`config.mk`:
```
export PLATFORM = sky130hd
export DESIGN_NAME = pipe_stage_skid
export DESIGN_NICKNAME = d
export VERILOG_FILES = /design/src/rtl/pipe_pkg.sv /design/src/rtl/pipe_entry_reg.sv /design/src/rtl/pipe_stage_skid.sv
export SDC_FILE = /design/constraint.sdc
export NUM_CORES = 1
export LEC_CHECK = 0
export CAP_MARGIN = 30
export CORE_AREA = 2 2 132 134
export DETAILED_ROUTE_END_ITERATION = 10
export DIE_AREA = 0 0 134 136
export DONT_BUFFER_PORTS = 1
export SLEW_MARGIN = 30
export SYNTH_ARGS = -nofsm -noshare
export SYNTH_HDL_FRONTEND = slang
export SYNTH_HIERARCHICAL = 1
export SYNTH_SLANG_ARGS = --single-unit
```
`constraint.sdc`:
```
create_clock -name clk -period 3.4 [get_ports clk]
set_input_delay 1.02 -clock clk [delete_from_list [all_inputs] [get_ports clk]]
set_output_delay 1.02 -clock clk [all_outputs]
set_load 0.1 [all_outputs]
```
`src/rtl/pipe_pkg.sv`:
```
// Shared definitions for the skid-buffered pipeline stage: occupancy encoding and default widths.
package pipe_pkg;

    localparam int unsigned DEF_DATA_W = 64;
    localparam int unsigned DEF_CTRL_W = 16;

    typedef enum logic [1:0] {
        OccEmpty = 2'd0,
        OccOne   = 2'd1,
        OccFull  = 2'd2
    } occ_e;

endpackage

```
`src/rtl/pipe_entry_reg.sv`:
```
// One pipeline entry: valid bit plus payload and control, with load and clear.
// Clearing zeroes the payload so an invalid entry always reads as a bubble.
module pipe_entry_reg
    import pipe_pkg::*;
#(
    parameter int unsigned DATA_W = DEF_DATA_W,
    parameter int unsigned CTRL_W = DEF_CTRL_W
) (
    input  logic              clk,
    input  logic              reset,
    input  logic              clear,
    input  logic              load,
    input  logic [DATA_W-1:0] load_data,
    input  logic [CTRL_W-1:0] load_ctrl,
    output logic              valid,
    output logic [DATA_W-1:0] data,
    output logic [CTRL_W-1:0] ctrl
);

    always_ff @(posedge clk or posedge reset) begin
        if (reset) begin
            valid <= 1'b0;
            data  <= '0;
            ctrl  <= '0;
        end else if (clear) begin
            valid <= 1'b0;
            data  <= '0;
            ctrl  <= '0;
        end else if (load) begin
            valid <= 1'b1;
            data  <= load_data;
            ctrl  <= load_ctrl;
        end
    end

endmodule

```
`src/rtl/pipe_stage_skid.sv`:
```
// Two-entry (main + skid) pipeline stage with registered in_ready and bubble-zeroed outputs.
// Define PIPE_STAGE_SKID_PERF_EN to add the saturating stall_cnt counter and port.
module pipe_stage_skid
    import pipe_pkg::*;
#(
    parameter int unsigned DATA_W = DEF_DATA_W,
    parameter int unsigned CTRL_W = DEF_CTRL_W
) (
    input  logic              clk,
    input  logic              reset,
    input  logic              flush,
`ifdef PIPE_STAGE_SKID_PERF_EN
    output logic [31:0]       stall_cnt,
`endif
    input  logic              in_valid,
    output logic              in_ready,
    input  logic [DATA_W-1:0] in_data,
    input  logic [CTRL_W-1:0] in_ctrl,
    output logic              out_valid,
    input  logic              out_ready,
    output logic [DATA_W-1:0] out_data,
    output logic [CTRL_W-1:0] out_ctrl
);

    logic              main_valid, skid_valid;
    logic [DATA_W-1:0] main_data, skid_data, main_ld_data;
    logic [CTRL_W-1:0] main_ctrl, skid_ctrl, main_ld_ctrl;
    logic              main_load, main_clear, skid_load, skid_clear, main_from_skid;
    logic              accept, xfer;
    occ_e              state;

    // in_ready depends only on the skid register, never on out_ready.
    assign in_ready  = !skid_valid;
    assign out_valid = main_valid;
    assign out_data  = main_valid ? main_data : '0;
    assign out_ctrl  = main_valid ? main_ctrl : '0;

    assign accept = in_valid && in_ready;
    assign xfer   = out_valid && out_ready;

    always_comb begin
        state = OccEmpty;
        if (main_valid) begin
            state = skid_valid ? OccFull : OccOne;
        end
    end

    always_comb begin
        main_load      = 1'b0;
        main_clear     = 1'b0;
        skid_load      = 1'b0;
        skid_clear     = 1'b0;
        main_from_skid = 1'b0;
        if (flush) begin
            main_clear = 1'b1;
            skid_clear = 1'b1;
        end else begin
            unique case (state)
                OccEmpty: begin
                    main_load = accept;
                end
                OccOne: begin
                    if (accept && !xfer) begin
                        skid_load = 1'b1;
                    end else if (accept && xfer) begin
                        main_load = 1'b1;
                    end else if (xfer) begin
                        main_clear = 1'b1;
                    end
                end
                OccFull: begin
                    if (xfer) begin
                        main_load      = 1'b1;
                        main_from_skid = 1'b1;
                        skid_clear     = 1'b1;
                    end
                end
                default: begin
                    main_clear = 1'b1;
                    skid_clear = 1'b1;
                end
            endcase
        end
    end

    assign main_ld_data = main_from_skid ? skid_data : in_data;
    assign main_ld_ctrl = main_from_skid ? skid_ctrl : in_ctrl;

    pipe_entry_reg #(
        .DATA_W (DATA_W),
        .CTRL_W (CTRL_W)
    ) u_main (
        .clk       (clk),
        .reset     (reset),
        .clear     (main_clear),
        .load      (main_load),
        .load_data (main_ld_data),
        .load_ctrl (main_ld_ctrl),
        .valid     (main_valid),
        .data      (main_data),
        .ctrl      (main_ctrl)
    );

    pipe_entry_reg #(
        .DATA_W (DATA_W),
        .CTRL_W (CTRL_W)
    ) u_skid (
        .clk       (clk),
        .reset     (reset),
        .clear     (skid_clear),
        .load      (skid_load),
        .load_data (in_data),
        .load_ctrl (in_ctrl),
        .valid     (skid_valid),
        .data      (skid_data),
        .ctrl      (skid_ctrl)
    );

`ifdef PIPE_STAGE_SKID_PERF_EN
    // Flush deliberately does not touch the counter.
    always_ff @(posedge clk or posedge reset) begin
        if (reset) begin
            stall_cnt <= '0;
        end else if (out_valid && !out_ready && (stall_cnt != 32'hFFFF_FFFF)) begin
            stall_cnt <= stall_cnt + 32'd1;
        end
    end
`endif

endmodule

```
==> run_results.csv <==
group,metric,value,unit
place,placedCellCount,977,
logic_synthesis,yosys_warnings,6,
sta,fin_setup_tns,0,ns
setup_path,r2r_end,"u_main/data[29]$_DFFE_PP0P_",
setup_path,cp-end-kind,"output port",
clock_tree,clock_latency,0.41,ns
setup_path,r2r_start,"u_main/valid$_DFFE_PP0P_",
place,place_area,8860,sq um
floorplanning,dieWidth,134,um
layout,fin_area,9498,sq um
layout,drive_gt1_share,26.40,%
sta,clock_skew,0.006674,ns
setup_path,r2r_slack,0.94,ns
clock_tree,clock_sinks,162,
clock_tree,cts-resized-gates,0,
global_routing,grt_util_all_layers,21.37,%
detailed_routing,via_per_inst,5.279,
sta,tightest_slew,0.9036,ns
detailed_routing,drtAntennaViolNets,0,
logic_synthesis,yosysMostFrequentCell,"nor2_1",
setup_path,cp_cell_sequence,"buf_4 > and2_1 > buf_4",
layout,final_util,56.28,%
sta,setup_viol,0,
setup_path,path_class,"flip-flop to output port",
detailed_routing,drc_errors,0,
layout,nets,856,
sta,fin_crit,3.076,ns
clock_tree,cts_root_buf,"clkbuf_16",
sta,max_slew_margin,39.69,%
sta,setup_ws,0.3244,ns
setup_path,max_stage_delay,0.82,ns
global_routing,grt_max_degree,64,
place,gp_congestion,0.7062,
clock_tree,cts_buffers,17,
floorplanning,rows,48,
outcome,status,"finished, final reports clean",
global_routing,grtUsageMet1,27.42,%
detailed_routing,firstDrtPassIters,6,
layout,area_growth,15.72,%
sta,rsz0062_at_grt,"no",
setup_path,cp_top_family,"flip-flops",
logic_synthesis,synth_edf_count,0,
detailed_routing,post_drt_wl_per_cell,18.49,um
place,place_ws,0.7113,ns
floorplanning,die_h,136,um
setup_path,critPathArrivalTime,2.06,ns
layout,n_antenna_cell,0,
logic_synthesis,synth_cell_type_count,21,
clock_tree,cts_tree,"built",
floorplanning,die_area,18220,sq um
clock_tree,clockBufferDepth,2,
sta,drv_slew,0,
logic_synthesis,syn_inst,711,
sta,timing.hold.ws,0.4991,ns
setup_path,crit_buf_inv,2,
setup_path,slowest_stage,"dfrtp_4",
hold_path,holdCritPathClass,"primary input to asynchronous set/reset pin",
logic_synthesis,synth_area,8208,sq um
logic_synthesis,synth_top_area_share,49.39,%
logic_synthesis,seq_area_frac_synth,49.39,%
sta,hold_viol_final,0,
power,vdd_ir_drop_max,0.3196,mV
logic_synthesis,synth_fp_nets,796,
setup_path,cp_data_required_time,2.38,ns
run,max_cap_violations,0,
place,dp_hpwl,11600,um
detailed_routing,vias,5327,
setup_path,cp_common_cell,"buf_4",
clock_tree,cts_max_level,4,
global_routing,met2_usage,35.67,%
layout,instances_no_fill,1009,
power,leakagePower,4.347,nW
global_routing,grt_pass1_wl,30340,um
global_routing,grt_util_met3,5.630,%
floorplanning,io_pins,167,
logic_synthesis,synth_area_per_cell,11.54,sq um
logic_synthesis,synth_commonest_cells,"nor2_1 (166), dfrtp_1 (162), mux2i_1 (160)",
logic_synthesis,synth_area_leaders,"dfrtp_1 (49%), mux2i_1 (20%), mux2_2 (10%)",
detailed_routing,first_iter_violations,182,
clock_tree,ctsHoldBuffers,0,
detailed_routing,wl,18660,um
place,port_buffers,0,
logic_synthesis,synth-seq-cells,162,
setup_path,worstPathMaxFanout,62,
power,power_density,480.2,nW/um^2
logic_synthesis,synthArstFlopShare,100.0,%
floorplanning,initial_core_util,48.64,%
clock_tree,cts.clk_slew.worst_paths,0.07,ns
global_routing,grt_pass1_vias,5651,
layout,fillCellCount,1474,
global_routing,overflow,0,
global_routing,busiest_layer,"met2",
sta,fmax,325.1,MHz
sta,min_period_over_period,90.46,%
power,power.total,4.561,mW
floorplanning,core,16880,sq um
setup_path,startpoint_type,"flip-flop",
setup_path,rr_worst_depth,5,
global_routing,antenna_found_initial,0,
logic_synthesis,synth_area_leader_cell,"dfrtp_1",
clock_tree,cts_setup_buffers,0,
logic_synthesis,synth_ff_type,"dfrtp_1",
-- worst reg2reg max path: stages, from the launching register on --
cell and delay [ns]:
dfrtp_4 0.72, or2_2 0.42, a211oi_4 0.30, buf_4 0.54, mux2i_1 0.29, nor2_1 0.06
-- power by group --
| group | leakage (nW) | switching, mW | internal (mW) |
|---|---|---|---|
| Combinational | 1.82 | 0.316 | 0.162 |
| Sequential | 2.23 | 0.0460 | 1.99 |
| Clock | 0.298 | 0.777 | 1.27 |
-- layout by cell type, fill, tap and decap left out, drive strengths merged --
cell type / n
a211oi: 1
a31o: 1
and2: 80
buf: 94
bufinv: 4
clkbuf: 20
clkinv: 6
clkinvlp: 4
dfrtp: 162
inv: 1
mux2: 80
mux2i: 160
nand2: 1
nand4b: 1
nand4bb: 1
nor2: 166
o21bai: 1
or2: 1
-- metal layers --
| layer | wire length (um) | share of wire (%) |
|---|---|---|
| met1 | 8139 | 44 |
| met2 | 9185 | 49 |
| met3 | 1078 | 5.8 |
| met4 | 252 | 1.4 |
| met5 | 0 | 0 |
-- cell type report --
cell class                 instances  area, sq um  area share, %
clock buffer                      20        456.7          4.808
clock inverter                    12        181.4          1.910
inverter                           3        17.52         0.1844
multi-input combinational        493         3735          39.32
sequential                       162         4058          42.72
tap                              225        281.5          2.964
timing repair buffer              94        768.2          8.089
-- worst max-delay path by stage --
stage / end / cells past startpoint / startpoint / slack, ns
final: out_data[63] / 3 / u_main/valid$_DFFE_PP0P_ / 0.32
after global routing: out_data[12] / 3 / u_main/valid$_DFFE_PP0P_ / 0.16
after CTS: out_data[63] / 3 / u_main/valid$_DFFE_PP0P_ / 0.25
after detailed placement: out_data[63] / 3 / u_main/valid$_DFFE_PP0P_ / 0.71
after global placement: out_data[1] / 3 / u_main/valid$_DFFE_PP0P_ / 0.79
after floorplan: out_ctrl[0] / 3 / u_main/valid$_DFFE_PP0P_ / 0.07
-- flip-flops by register name, summed over array words and instances, names as in the netlist --
| signal | flops |
|---|---|
| u_skid/data | 64 |
| u_skid/ctrl | 16 |
| u_main/data | 64 |
| u_skid/valid | 1 |
| u_main/valid | 1 |
| u_main/ctrl | 16 |
-- logic make-up (layout without fill, tap and decap cells) --
logic type | Yosys count | after routing | share of synthesized area, %
simple gates | 250 | 250 | 14.24
mux | 240 | 240 | 30.49
flops | 162 | 162 | 49.39
buf+inv | 56 | 129 | 5.595
compound gates | 3 | 3 | 0.2897
Power figures use the tool's default switching activity.
